===== config.mk =====
export PLATFORM = sky130hd
export DESIGN_NAME = roll_sequencer_flat
export DESIGN_NICKNAME = d
export VERILOG_FILES = /design/src/rtl/roll_sequencer_if.sv /design/src/rtl/roll_sequencer.sv /design/src/flat_wrapper.sv
export SDC_FILE = /design/constraint.sdc
export NUM_CORES = 1
export LEC_CHECK = 0
export BUFFER_PORTS_ARGS = -buffer_cell sky130_fd_sc_hd__buf_2
export CORE_MARGIN = 2
export CORE_UTILIZATION = 60
export DETAILED_ROUTE_END_ITERATION = 8
export PLACE_DENSITY = 0.89
export SLEW_MARGIN = 20
export SYNTH_ARGS = -nofsm -noshare
export SYNTH_HDL_FRONTEND = slang
export SYNTH_SLANG_ARGS = --single-unit

===== constraint.sdc =====
create_clock -name i_clk -period 8.55 [get_ports i_clk]
set_clock_uncertainty 0.2 [all_clocks]
set_input_delay 1.2825 -clock i_clk [delete_from_list [all_inputs] [get_ports i_clk]]
set_output_delay 1.2825 -clock i_clk [all_outputs]
set_load 0.01 [all_outputs]

===== src/rtl/roll_sequencer_if.sv =====
// roll_sequencer_if
//   Bundles the start/random inputs and the LFSR/display outputs of the
//   roll sequencer.
//   Modports:
//     slave  - the sequencer. It takes i_start and i_rand and drives the rest.
//     master - the surrounding logic. It drives i_start and i_rand.
//   Signals:
//     i_start  single-cycle debounced start pulse
//     i_rand   low nibble of the current LFSR state
//     o_seed   seed presented to the LFSR load port
//     o_load   one-cycle LFSR load strobe
//     o_step   one-cycle LFSR advance strobe
//     o_value  displayed random value
//     o_busy   a roll is in progress (LOAD or RUN)
//     o_done   one-cycle pulse when a roll completes
interface roll_sequencer_if;
   logic        i_start;
   logic [3:0]  i_rand;
   logic [15:0] o_seed;
   logic        o_load;
   logic        o_step;
   logic [3:0]  o_value;
   logic        o_busy;
   logic        o_done;

   modport master (
      output i_start, i_rand,
      input  o_seed, o_load, o_step, o_value, o_busy, o_done
   );

   modport slave (
      input  i_start, i_rand,
      output o_seed, o_load, o_step, o_value, o_busy, o_done
   );
endinterface


===== src/rtl/roll_sequencer.sv =====
// roll_sequencer
//   Sequences the 16-bit LFSR datapath for the dice display.
//   - A free-running seed counter is loaded into the LFSR when a roll starts.
//   - The LFSR is then stepped on a decelerating schedule.
//   - A 4-bit display value is latched at every step.
//   - A done pulse is produced at the end of the roll.
//   Ports:
//     i_clk  clock
//     i_rst  asynchronous reset, active high
//     bus    roll_sequencer_if.slave (start/rand in; seed/load/step/value/busy/done out)
//   Parameters:
//     BASE_GAP    cycles between steps in the flat phase
//     GAP_INC     extra cycles added per step after the flat phase
//     FLAT_STEPS  number of initial steps that use BASE_GAP
//     STEPS       steps per roll (>= 1)
//   Optional feature macro: ROLL_NO_REPEAT_EN
//     When defined, a sampled value equal to the value on display is bumped by
//     one (mod 16), so consecutive displayed values always differ.
//
//   state | meaning
//   ------+--------------------------------------------------------------
//   IDLE  | waiting for i_start
//   LOAD  | one cycle, o_load high, LFSR takes o_seed
//   RUN   | count gaps, strobe o_step and latch the value at each gap end
module roll_sequencer #(
   parameter int unsigned BASE_GAP   = 5000000,
   parameter int unsigned GAP_INC    = 2000000,
   parameter int unsigned FLAT_STEPS = 6,
   parameter int unsigned STEPS      = 14
) (
   input  logic             i_clk,
   input  logic             i_rst,
   roll_sequencer_if.slave  bus
);

   localparam logic [1:0] ST_IDLE = 2'd0;
   localparam logic [1:0] ST_LOAD = 2'd1;
   localparam logic [1:0] ST_RUN  = 2'd2;

   localparam logic [31:0] LAST_IDX  = 32'(STEPS - 1);
   localparam logic [31:0] FLAT_LIM  = 32'(FLAT_STEPS);
   localparam logic [31:0] INC_W     = 32'(GAP_INC);
   // With no flat phase the very first gap already carries one increment.
   localparam logic [31:0] FIRST_GAP = (FLAT_STEPS == 0) ? 32'(BASE_GAP + GAP_INC)
                                                         : 32'(BASE_GAP);

   logic [1:0]  state;
   logic [15:0] seed;
   logic [31:0] gap_cnt;
   logic [31:0] gap_cur;
   logic [31:0] step_idx;
   logic [3:0]  value;
   logic        done;

   logic        step_hit;
   logic        fire;
   logic        last_step;
   logic [31:0] gap_next;
   logic [3:0]  latch_val;

   // Seed skips zero so the LFSR is never loaded with its lock-up state.
   always_ff @(posedge i_clk or posedge i_rst) begin
      if (i_rst) begin
         seed <= 16'h0001;
      end else if (seed == 16'hFFFF) begin
         seed <= 16'h0001;
      end else begin
         seed <= seed + 16'h0001;
      end
   end

   assign step_hit  = (state == ST_RUN) && (gap_cnt == gap_cur);
   // A restart request in the same cycle as a step end suppresses the step.
   assign fire      = step_hit && !bus.i_start;
   assign last_step = (step_idx == LAST_IDX);

   // The gap grows by GAP_INC for every step at or beyond the flat phase.
   // Adding incrementally avoids a 32-bit multiplier.
   assign gap_next  = ((step_idx + 32'd1) < FLAT_LIM) ? gap_cur : gap_cur + INC_W;

`ifdef ROLL_NO_REPEAT_EN
   assign latch_val = (bus.i_rand == value) ? bus.i_rand + 4'd1 : bus.i_rand;
`else
   assign latch_val = bus.i_rand;
`endif

   always_ff @(posedge i_clk or posedge i_rst) begin
      if (i_rst) begin
         state    <= ST_IDLE;
         gap_cnt  <= 32'd0;
         gap_cur  <= 32'd0;
         step_idx <= 32'd0;
         value    <= 4'd0;
         done     <= 1'b0;
      end else begin
         done <= 1'b0;
         case (state)
            ST_IDLE: begin
               if (bus.i_start) begin
                  state    <= ST_LOAD;
                  step_idx <= 32'd0;
                  gap_cnt  <= 32'd0;
               end
            end
            ST_LOAD: begin
               state    <= ST_RUN;
               step_idx <= 32'd0;
               gap_cnt  <= 32'd1;
               gap_cur  <= FIRST_GAP;
            end
            ST_RUN: begin
               if (bus.i_start) begin
                  state    <= ST_LOAD;
                  step_idx <= 32'd0;
                  gap_cnt  <= 32'd0;
               end else if (step_hit) begin
                  value    <= latch_val;
                  step_idx <= step_idx + 32'd1;
                  gap_cnt  <= 32'd1;
                  gap_cur  <= gap_next;
                  if (last_step) begin
                     state <= ST_IDLE;
                     done  <= 1'b1;
                  end
               end else begin
                  gap_cnt <= gap_cnt + 32'd1;
               end
            end
            default: begin
               state <= ST_IDLE;
            end
         endcase
      end
   end

   assign bus.o_seed  = seed;
   assign bus.o_load  = (state == ST_LOAD);
   assign bus.o_busy  = (state == ST_LOAD) || (state == ST_RUN);
   assign bus.o_step  = fire;
   assign bus.o_value = value;
   assign bus.o_done  = done;

endmodule


===== src/flat_wrapper.sv =====
// flat-port wrapper written by rule: the top's interface ports become plain ports
module roll_sequencer_flat 
#(
   parameter int unsigned BASE_GAP   = 5000000,
   parameter int unsigned GAP_INC    = 2000000,
   parameter int unsigned FLAT_STEPS = 6,
   parameter int unsigned STEPS      = 14
)
  (i_clk, i_rst, bus_i_start, bus_i_rand, bus_o_seed, bus_o_load, bus_o_step, bus_o_value, bus_o_busy, bus_o_done);
  roll_sequencer_if bus_i ();
  input  logic i_clk;
  input  logic i_rst;
  input wire logic [$bits(bus_i.i_start)-1:0] bus_i_start;
  input wire logic [$bits(bus_i.i_rand)-1:0] bus_i_rand;
  output wire logic [$bits(bus_i.o_seed)-1:0] bus_o_seed;
  output wire logic [$bits(bus_i.o_load)-1:0] bus_o_load;
  output wire logic [$bits(bus_i.o_step)-1:0] bus_o_step;
  output wire logic [$bits(bus_i.o_value)-1:0] bus_o_value;
  output wire logic [$bits(bus_i.o_busy)-1:0] bus_o_busy;
  output wire logic [$bits(bus_i.o_done)-1:0] bus_o_done;
  assign bus_i.i_start = bus_i_start;
  assign bus_i.i_rand = bus_i_rand;
  assign bus_o_seed = bus_i.o_seed;
  assign bus_o_load = bus_i.o_load;
  assign bus_o_step = bus_i.o_step;
  assign bus_o_value = bus_i.o_value;
  assign bus_o_busy = bus_i.o_busy;
  assign bus_o_done = bus_i.o_done;
  roll_sequencer #(.BASE_GAP(BASE_GAP), .GAP_INC(GAP_INC), .FLAT_STEPS(FLAT_STEPS), .STEPS(STEPS)) u_core (.i_clk(i_clk), .i_rst(i_rst), .bus(bus_i));
endmodule

==> results of run 1 <==
==> routing by layer <==
metal | vias up | track usage, % | wire length [µm]
met5 | - | 0 | 0
met4 | 0 | 13.41 | 648
met3 | 54 | 6.247 | 941
met2 | 232 | 46.55 | 8682
met1 | 3142 | 36.42 | 7532
li1 | 3091 | - | -
==> cells by family after synthesis <==
family	Yosys count	share of synthesized area [%]
AOI/OAI and AO/OA	207	18.70
xor gates and xnor gates	59	7.060
adders and majority gates	11	1.880
and+or+nand+nor	361	27.62
buffers and inverters	81	4.786
muxes	9	1.299
DFF	113	38.65
==> Yosys cell counts, types with 4 or more instances <==
cell type	n	area, µm²
o311ai_0	9	78.83
nor3_1	17	85.08
nand3_1	53	265.3
nor4_1	10	62.56
nand4_1	26	162.7
or2_2	4	25.02
o22ai_1	7	43.79
buf_2	13	65.06
a21oi_1	19	95.09
mux2i_1	5	50.05
o21ai_0	83	415.4
or4_1	16	120.1
and3_1	25	156.4
and2_1	8	50.05
buf_6	4	45.04
o211ai_1	9	67.56
and4_1	8	70.07
dfrtp_1	112	2803
nor2b_1	13	81.33
inv_1	26	97.59
ha_1	11	137.6
xnor2_1	41	359.1
mux2_2	4	45.04
xor2_1	18	157.7
nor2_1	49	183.9
or3_1	6	37.54
a31oi_1	8	50.05
nand2b_1	27	168.9
clkbuf_1	38	142.6
o31ai_1	36	270.3
nand2_1	77	289.0
o32ai_1	4	35.03
==> how the worst max path moves through the flow <==
stage / end / start / cells past startpoint / slack [ns]
2_1_floorplan: u_core.bus.o_done / i_rst / 1 / 4.08
5_1_grt: bus_o_step / u_core.gap_cur[17] / 6 / 4.23
6_report: bus_o_step / u_core.gap_cur[31] / 6 / 4.41
3_3_place_gp: bus_o_step / bus_i_start / 5 / 4.78
4_1_cts: bus_o_step / u_core.gap_cur[31] / 6 / 4.47
3_5_place_dp: bus_o_step / bus_i_start / 5 / 4.72
==> power by group through the flow <==
stage / registers [µW] / logic, µW / clock network [µW]
6_report: 551 / 267 / 668
5_1_grt: 552 / 292 / 701
4_1_cts: 551 / 264 / 678
3_5_place_dp: 560 / 262 / 0
3_3_place_gp: 560 / 258 / 0
2_1_floorplan: 558 / 196 / 0
==> stage by stage <==
step	cells	utilization [%]
floorplan	841	-
global placement	970	62.33
detailed placement	970	62.33
CTS	1001	66.95
global route	1001	66.95
finish	1001	66.95
==> registers in the layout, indices dropped and copies added (netlist names) <==
name / flops
u_core.gap_cur: 26
u_core.step_idx: 32
u_core.bus.o_value: 4
u_core.gap_cnt: 32
u_core.bus.o_seed: 16
u_core.bus.o_done: 1
u_core.state: 2
==> critical path: stages, from the launching register on <==
cell     delay, ns
dfrtp_1       0.41
xnor2_1       0.34
nand4_1       0.18
nor4_1        0.59
nand4_1       0.41
inv_1         0.14
buf_2         0.14
==> layout make-up <==
cell class,instances,area share [%]
clock buffer,26,6.234
clock inverter,5,0.6563
inverter,26,1.250
multi-input combinational,647,51.70
sequential,113,35.33
tap,147,2.297
timing repair buffer,37,2.531
==> impl_results.md, run 1 <==
* Hold Buf Count CTS at 0
* Final Critical Period at ~4.1 ns
* Tot Pwr at 1486 µW
* Mapped cell area at around 7300 µm²
* Clock share of power at 45.0%
* Warnings from Yosys at 0
* Routed vias at 6519
* RR Startpoint: u_core.step_idx[0]
* Power Internal at 1047 µW
* Worst slew pin tran at 1.058 ns
* Number of I/O pins at 31
* Net Sw Frac at between 20% and 30%
* CTS Buffer Depth at 2
* Worst Reg-to-Reg Cells at 10
* Area occupied by multi-input gates at 4140 µm²
* Cell Pwr Density at between 150 and 200 nW/µm²
* Post-synth ARST share at 100.0%
* Clk root buf: clkbuf_16
* Antenna-violating nets left at 0
* Initial antenna violation count at 0
* Core area at 11960 µm²
* Final setup vio count at 0
* Commonest non-fill, non-tap cell in the layout: dfrtp_1
* Post-synth EDFFs at 0
* Max cap viols at 0
* DP Area at 7456 µm²
* FF-to-FF End: u_core.gap_cur[25]
* Row count at 40
* Primary FF master, synth: dfrtp_1
* Post-synthesis cell type count at 68
* Total CTS buffers at 17
* Post-Synthesis Cells at about 840
* Die Wd at 114.5 µm
* CTS clock-pin slew for the worst setup and hold paths at 0.06 ns
* Pins Over Slew Limit at 0
* Startpoint Class: flip-flop
* Worst Setup Slack, final at 4.413 ns
* Worst VDD drop at 0.1496 mV
* Worst slew margin at 29.50%
* Area Growth Syn to Fin at 9.402%
* Critical path required time at 7.07 ns
* Flop pwr share at 37.1%
* 1st-iter DRT viols at 586
* Path type of the worst setup path: flip-flop to output pin
* DR pass1 iterations at 5
* GRT Overall Usage at 28.61%
* Net Count, Synth at 859
* CP arrival at ~2.7 ns
* WL/cell at 17.79 µm
* First-pass GRT wire length at 30000 µm
* Sink Count at 113
* Largest net degree at the start of global routing at 68
* Post-CTS Setup Bufs at 0
* Hold Path Stages at 1
* Crit path max fanout at 6
* Crit. End Element: output pin
* Synthesis-stage register bit count at 113
* Global placement routability congestion at 0.9250
* IO buf count at 30
* Vias/cell at 6.512
* Period utilization at 48.39%
* Hold Vio Cnt, Final at 0
* Clk_lat worst skew at 0.42 ns
* Cts repair resizes at 0
* Die area at 13100 µm²
* Layout cell share with drive strength beyond 1 at 10.77%
* ANT cells at 0
* Drc violations at 0
* Hold Startpoint: u_core.bus.o_seed[0]
* Setup_tns at 0 ns
* Setup repair after global routing missed its margin: false
* TritonCTS clock tree: built
* Total gr overflow at 0
* FF-to-FF setup slack at 4.86 ns
* Most frequent cells in the layout: 112 x dfrtp_1, 83 x o21ai_0, 77 x nand2_1
* Vias in the first global route at slightly above 6k
* Fillers at 950
* Syn Area/Cell at approximately 8.7 µm²
* Worst hold path endpoint: u_core.bus.o_seed[0]
* Static Leak at 0.003366 µW
* Register area at 2829 µm²
* H-tree level count at 4
* Die Y at 114.5 µm
* Hold WS at 0.2973 ns
* Outcome: finished, final reports clean
* DP HPWL at 11800 µm
* Net switching power at 439.4 µW
* DP Worst Slack at 4.723 ns
* Fmax at roughly 240 MHz
* Total wire length at roughly 18000 µm
* Worst Hold Class: flip-flop to flip-flop
* Design Area, Final at 8008 µm²
* Nets at 860
* Initial Util at ~61%
* Post-synthesis sequential area ratio at 38.65%
* Comb pwr share at 17.9%
(Power assumes the default switching activity.)
==> run 2: changes to the inputs <==
==> constraint.sdc (replaced) <==
create_clock -name i_clk -period 4.3 [get_ports i_clk]
set_clock_uncertainty 0.2 [all_clocks]
set_input_delay 0.645 -clock i_clk [delete_from_list [all_inputs] [get_ports i_clk]]
set_output_delay 0.645 -clock i_clk [all_outputs]
set_load 0.01 [all_outputs]
==> run 2 against run 1 <==
  * Clock power is 100% higher
  * Critical endpoint is now u_core.gap_cur[8]
  * Largest power group unchanged
  * Combinational power is 110% higher
  * Sequential power is 100% higher
  * Non-clock buffer count is 6 higher
  * Highest routed layer unchanged
  * Cell area is 0.73% higher
  * Via count is 0.80% higher
==> impl_results.md, run 2 (synthesis results as in run 1) <==
* Outcome: finished, final reports clean
* Vias/cell at 6.519 (about the same)
* CTS clock-pin slew for the worst setup and hold paths at 0.06 ns (about the same)
* Static Leak at 0.003403 µW (+1.1%)
* Net switching power at 887.0 µW (+100%)
* DR pass1 iterations at 6 (+1)
* WL/cell at 17.57 µm (-1.2%)
* Fmax at 276.6 MHz
* Most frequent cells in the layout: 112 x dfrtp_1, 83 x o21ai_0, 77 x nand2_1
* Top Registers: u_core.gap_cnt (32), u_core.step_idx (32), u_core.gap_cur (26)
* Tot Pwr at 3004 µW (+100%)
* Initial antenna violation count at 0 (unchanged)
* GRT Overall Usage at 28.54% (-0.071 points)
* DP Worst Slack at 0.7588 ns (-3.965 ns)
* First-pass GRT wire length at 29640 µm (-1.2%)
* IO buf count at 30 (unchanged)
* Path type of the worst setup path: flip-flop to flip-flop
* Hold Buf Count CTS at 0 (unchanged)
* Number of I/O pins at 31 (unchanged)
* Drc violations at 0 (unchanged)
* TritonCTS clock tree: built
* Final Critical Period at ~3.6 ns
* Worst Hold Class: primary input to async pin
* Startpoint Class: flip-flop
* Crit path max-delay cell type: or4_1
* Final setup vio count at 0 (unchanged)
* Comb pwr share at 18.5% (+0.6 points)
* Area Growth Syn to Fin at 10.21%
* Cell Pwr Density at 372.4 nW/µm² (+100%)
* Routed vias at 6571 (+0.80%)
* Core area at 11960 µm² (unchanged)
* DP HPWL at 11760 µm (-0.36%)
* Critical path required time at 4.41 ns (-2.66 ns)
* Die Y at 114.5 µm (unchanged)
* Worst Setup Slack, final at 0.6847 ns (-3.728 ns)
* Row count at 40 (unchanged)
* Period utilization at between 80 and 90%
* Flop pwr share at 36.5% (-0.6 points)
* 1st-iter DRT viols at 549 (-6.3%)
* Setup_tns at 0 ns (unchanged)
* Crit path max fanout at 37 (+31)
* ANT cells at 0 (unchanged)
* Die area at 13100 µm² (unchanged)
* Clk root buf: clkbuf_16
* Worst slew pin tran at 1.006 ns (-0.05189 ns)
* Pins Over Slew Limit at 0 (unchanged)
* Antenna-violating nets left at 0 (unchanged)
* Global placement routability congestion at 0.9509 (+2.8%)
* CP Cell Sequence: ha_1 -> nand4_1 -> nor3_2 -> nand4_1 -> xnor2_1 -> or4_1 -> o31ai_4 -> buf_4 -> a21boi_1 -> o32a_1
* Initial Util at 61.19% (unchanged)
* Total gr overflow at 0 (unchanged)
* Total CTS buffers at 17 (unchanged)
* Slowest stage delay, CP at 0.63 ns (+0.04 ns)
* Nets at 866 (+0.70%)
* Crit. End Element: flip-flop
* Post-CTS Setup Bufs at 0 (unchanged)
* Layout cell share with drive strength beyond 1 at 11.50% (+0.73 points)
* Top cell family by delay on the critical path: simple AND/OR/NAND/NOR gates
* Most frequent CP cell: nand4_1
* Net Sw Frac at 29.53% (-0.037 points)
* Max cap viols at 0 (unchanged)
* Crit path buf inv count at 1 (-1)
* CTS Buffer Depth at 2 (unchanged)
* CP arrival at 3.73 ns (+1.08 ns)
* Cts repair resizes at 0 (unchanged)
* Setup repair after global routing missed its margin: false
* Power Internal at 2117 µW (+100%)
* Clk_lat worst skew at 0.43 ns (about the same)
* Total wire length at 17710 µm (-0.52%)
* Vias in the first global route at 6087 (-1.1%)
* Fillers at 899 (-5.4%)
* Hold WS at 0.1618 ns (-0.1355 ns)
* Largest net degree at the start of global routing at 60 (-12%)
* Worst slew margin at 32.96% (+3.5 points)
* Worst VDD drop at 0.2475 mV (+65%)
* Sink Count at 113 (unchanged)
* Hold Vio Cnt, Final at 0 (unchanged)
* Die Wd at 114.5 µm (unchanged)
* Clock share of power at 45.0% (about the same)
* H-tree level count at 4 (unchanged)
* Commonest non-fill, non-tap cell in the layout: dfrtp_1
run 2: cell types whose count changed in the layout (fill, tap and decap cells not counted), sizes merged:
cell and delta:
buf +6, clkbuf +1
run 2: worst paths after layout:
| check | start | to | slack [ns] | depth (start not counted) |
|---|---|---|---|---|
| setup / recovery | u_core.step_idx[0] | u_core.gap_cur[8] | 0.68 | 10 |
| hold / removal | i_rst | u_core.step_idx[30] | 0.16 | 2 |
| setup reg to reg | u_core.step_idx[0] | u_core.gap_cur[8] | 0.68 | 10 |
| hold reg to reg | u_core.bus.o_seed[4] | u_core.bus.o_seed[4] | 0.29 | 1 |
| max in group asynchronous | i_rst | u_core.bus.o_value[2] | 2.88 | 3 |
| min in group i_clk | bus_i_rand[0] | u_core.bus.o_value[0] | 0.25 | 2 |
run 2: metal layers:
layer  global-route usage, %  up-vias  wire length, µm
met5                       0        -                0
met4                   16.91        0              658
met3                   6.035       52             1121
met2                   45.80      272             8542
met1                   35.57     3129             7389
li1                        -     3118                -
run 2: layout make-up:
type                            instances  area, µm²  area share [%]
Clock inverter                          5      52.55          0.6515
Tap cell                              147      183.9           2.280
Clock buffer                           27      513.0           6.360
Timing Repair Buffer                   43      247.7           3.071
Multi-Input combinational cell        647       4140           51.33
Inverter                               26      100.1           1.241
Sequential cell                       113       2829           35.07
run 2: power groups by stage:
| stage | logic (µW) | registers [µW] | clock network, µW |
|---|---|---|---|
| floorplan | 391 | 1110 | 0 |
| global placement | 540 | 1110 | 0 |
| detailed placement | 542 | 1110 | 0 |
| CTS | 548 | 1100 | 1360 |
| global route | 611 | 1100 | 1400 |
| finish | 557 | 1100 | 1350 |
run 2: through the flow:
stage | utilization [%] | instances | cell area [µm²]
finish | 67.44 | 1008 | 8066
global route | 67.44 | 1008 | 8066
CTS | 67.44 | 1008 | 8066
detailed placement | 62.71 | 976 | 7501
global placement | 62.71 | 976 | 7501
floorplan | - | 841 | 7320
==> run 3: changes to the inputs <==
--- a/config.mk
+++ b/config.mk
@@ -7,7 +7,7 @@
 export LEC_CHECK = 0
 export BUFFER_PORTS_ARGS = -buffer_cell sky130_fd_sc_hd__buf_2
 export CORE_MARGIN = 2
-export CORE_UTILIZATION = 60
+export CORE_UTILIZATION = 57
 export DETAILED_ROUTE_END_ITERATION = 8
 export PLACE_DENSITY = 0.89
 export SLEW_MARGIN = 20
==> constraint.sdc (replaced) <==
create_clock -name i_clk -period 3.3 [get_ports i_clk]
set_clock_uncertainty 0.2 [all_clocks]
set_input_delay 0.495 -clock i_clk [delete_from_list [all_inputs] [get_ports i_clk]]
set_output_delay 0.495 -clock i_clk [all_outputs]
set_load 0.01 [all_outputs]
==> run 3 against run 2 <==
  * The flow now finishes with violations (negative hold slack)
  * Sequential share of layout area shrank 1.9 points
  * Core utilization rose by 0.47 points
  * Highest routed layer unchanged
  * Critical path depth down 1
  * Maximum frequency increased by 13%
  * Routed wire length rose by 5.9%
  * Count of clock-buffer cells in the layout decreased by 8
  * First-iteration DRC count increased by 15%
  * Sequential power is 30% higher
  * Power increased by 41%
  * Global-route usage down 0.76 points
  * Combinational power grew 34%
==> impl_results.md, run 3 (synthesis results as in run 1) <==
* H-tree level count at 4 (unchanged)
* Critical path required time at 3.41 ns (-1.00 ns)
* Design Area, Final at 8534 µm² (+5.8%)
* Layout cell share with drive strength beyond 1 at 15.87% (+4.4 points)
* Drc violations at 0 (unchanged)
* Worst Reg-to-Reg Cells at 9 (-1)
* Die Wd at 117.3 µm (+2.5%)
* 1st-iter DRT viols at 634 (+15%)
* Number of I/O pins at 31 (unchanged)
* Top Registers: u_core.gap_cnt (32), u_core.step_idx (32), u_core.gap_cur (26)
* Pins Over Slew Limit at 0 (unchanged)
* DP HPWL at 12440 µm (+5.8%)
* Clk_lat worst skew at 0.43 ns (about the same)
* Crit. End Element: flip-flop
* Failing checks: negative hold slack
* Initial Util at 58.24% (-3.0 points)
* Most frequent cells in the layout: 112 x dfrtp_1, 83 x o21ai_0, 77 x nand2_1
* Hold Vio Cnt, Final at 10 (+10)
* Worst Hold Class: primary input to async pin
* DP Worst Slack at 0.002703 ns (-0.7561 ns)
* Crit path from: u_core.step_idx[5]
* Crit path buf inv count at 1 (unchanged)
* Worst slew margin at 30.49% (-2.5 points)
* Total CTS buffers at 17 (unchanged)
* Hold WS at -0.01172 ns (-0.1735 ns)
* Static Leak at 0.003686 µW (+8.3%)
* CTS Buffer Depth at 2 (unchanged)
* CP arrival at 3.30 ns (-0.43 ns)
* Path type of the worst setup path: flip-flop to flip-flop
* WL/cell at 17.58 µm (about the same)
* CP Depth at 9 (-1)
* Vias/cell at 6.407 (-1.7%)
* First-pass GRT wire length at 31500 µm (+6.3%)
* Worst slew pin tran at 1.035 ns (+0.02912 ns)
* Outcome: finished with violations
* Final core utilization at 67.90% (+0.47 points)
* Max cap viols at 0 (unchanged)
* Area Growth Syn to Fin at 16.60%
* ANT cells at 0 (unchanged)
* Largest net degree at the start of global routing at 57 (-5.0%)
* Clk root buf: clkbuf_16
* Core area at 12570 µm² (+5.1%)
* Die Y at 117.3 µm (+2.5%)
* Worst Setup Slack, final at 0.1116 ns (-0.5731 ns)
* Initial antenna violation count at 0 (unchanged)
* Antenna-violating nets left at 0 (unchanged)
* Total gr overflow at 0 (unchanged)
* Fmax at 313.6 MHz (+13%)
* Total wire length at 18760 µm (+5.9%)
* Routed vias at 6836 (+4.0%)
* Global placement routability congestion at 0.9097 (-4.3%)
* Setup_tns at 0 ns (unchanged)
* Commonest non-fill, non-tap cell in the layout: dfrtp_1
* DR pass1 iterations at 5 (-1)
* Die area at 13760 µm² (+5.1%)
* Nets at 900 (+3.9%)
* CTS clock-pin slew for the worst setup and hold paths at 0.06 ns (about the same)
* Crit path max fanout at 38 (+2.7%)
* Worst VDD drop at 0.3689 mV (+49%)
* GRT Overall Usage at 27.78% (-0.76 points)
* IO buf count at 30 (unchanged)
* RR Startpoint: u_core.step_idx[5]
* Startpoint Class: flip-flop
* DP Area at 7781 µm² (+3.7%)
* Final setup vio count at 0 (unchanged)
* Period utilization at 96.62% (+13 points)
* Cell Pwr Density at 496.5 nW/µm² (+33%)
* Top cell family by delay on the critical path: compound AO/OA/AOI/OAI gates
* TritonCTS clock tree: built
* Sink Count at 113 (unchanged)
* Slowest stage delay, CP at 0.46 ns (-0.17 ns)
* Fillers at 944 (+5.0%)
* Row count at 41 (+2.5%)
* Vias in the first global route at 6520 (+7.1%)
* Final Critical Period at 3.188 ns (-0.4269 ns)
* Crit path max-delay cell type: nor2_1
* Setup repair after global routing missed its margin: false
* CP Cell Sequence: nand4_4 -> nor2_1 -> nand3_1 -> a221o_1 -> a2111o_1 -> o31ai_4 -> buf_12 -> a21boi_1 -> o32a_1
-- run 3: stage by stage --
step / power, µW / std cells
after floorplan: 1956 / 841
after global placement: 2162 / 1029
after detailed placement: 2179 / 1029
after CTS: 4236 / 1061
after global routing: 4381 / 1067
final: 4237 / 1067
-- run 3: final timing paths --
path | to | slack (ns)
max | u_core.gap_cur[8] | 0.11
min | u_core.bus.o_seed[12] | -0.01
min reg2reg | u_core.bus.o_seed[4] | 0.28
max reg2reg | u_core.gap_cur[8] | 0.11
max in group asynchronous | u_core.step_idx[12] | 2.09
min in group i_clk | u_core.bus.o_value[3] | 0.10
-- run 3: cell type report --
cell class              count  area, µm²  area share, %
multi-input cells         647       4188          49.07
flip-flops and latches    113       2829          33.15
repair buffers             77      540.5          6.333
clock buffers              19      452.9          5.307
well taps                 172      215.2          2.522
clock inverters            13      207.7          2.434
inverters                  26      101.3          1.188
-- run 3: routing by layer --
metal	part of all wire (%)	global-route usage, %	vias up
met1	41	35.10	3305
met5	0	0	-
met4	2.8	12.35	0
met2	50	45.80	299
li1	-	-	3184
met3	6.5	6.177	48
-- run 3: what timing repair did --
action,in CTS,in global routing
cloned,0,0
setup endpoints to repair,5,27
hold buffers,0,0
hold endpoints to repair,0,0
setup buffers,0,6
resized for setup,1,7
pin swaps,0,5
-- run 3: report_power, final --
group,internal [µW],leakage [µW],total [µW],switching (µW)
sequential,1410,0.00152,1430,21.9
clock,1380,0.000323,2060,681
combinational,234,0.00184,748,515
total,3020,0.00369,4240,1220
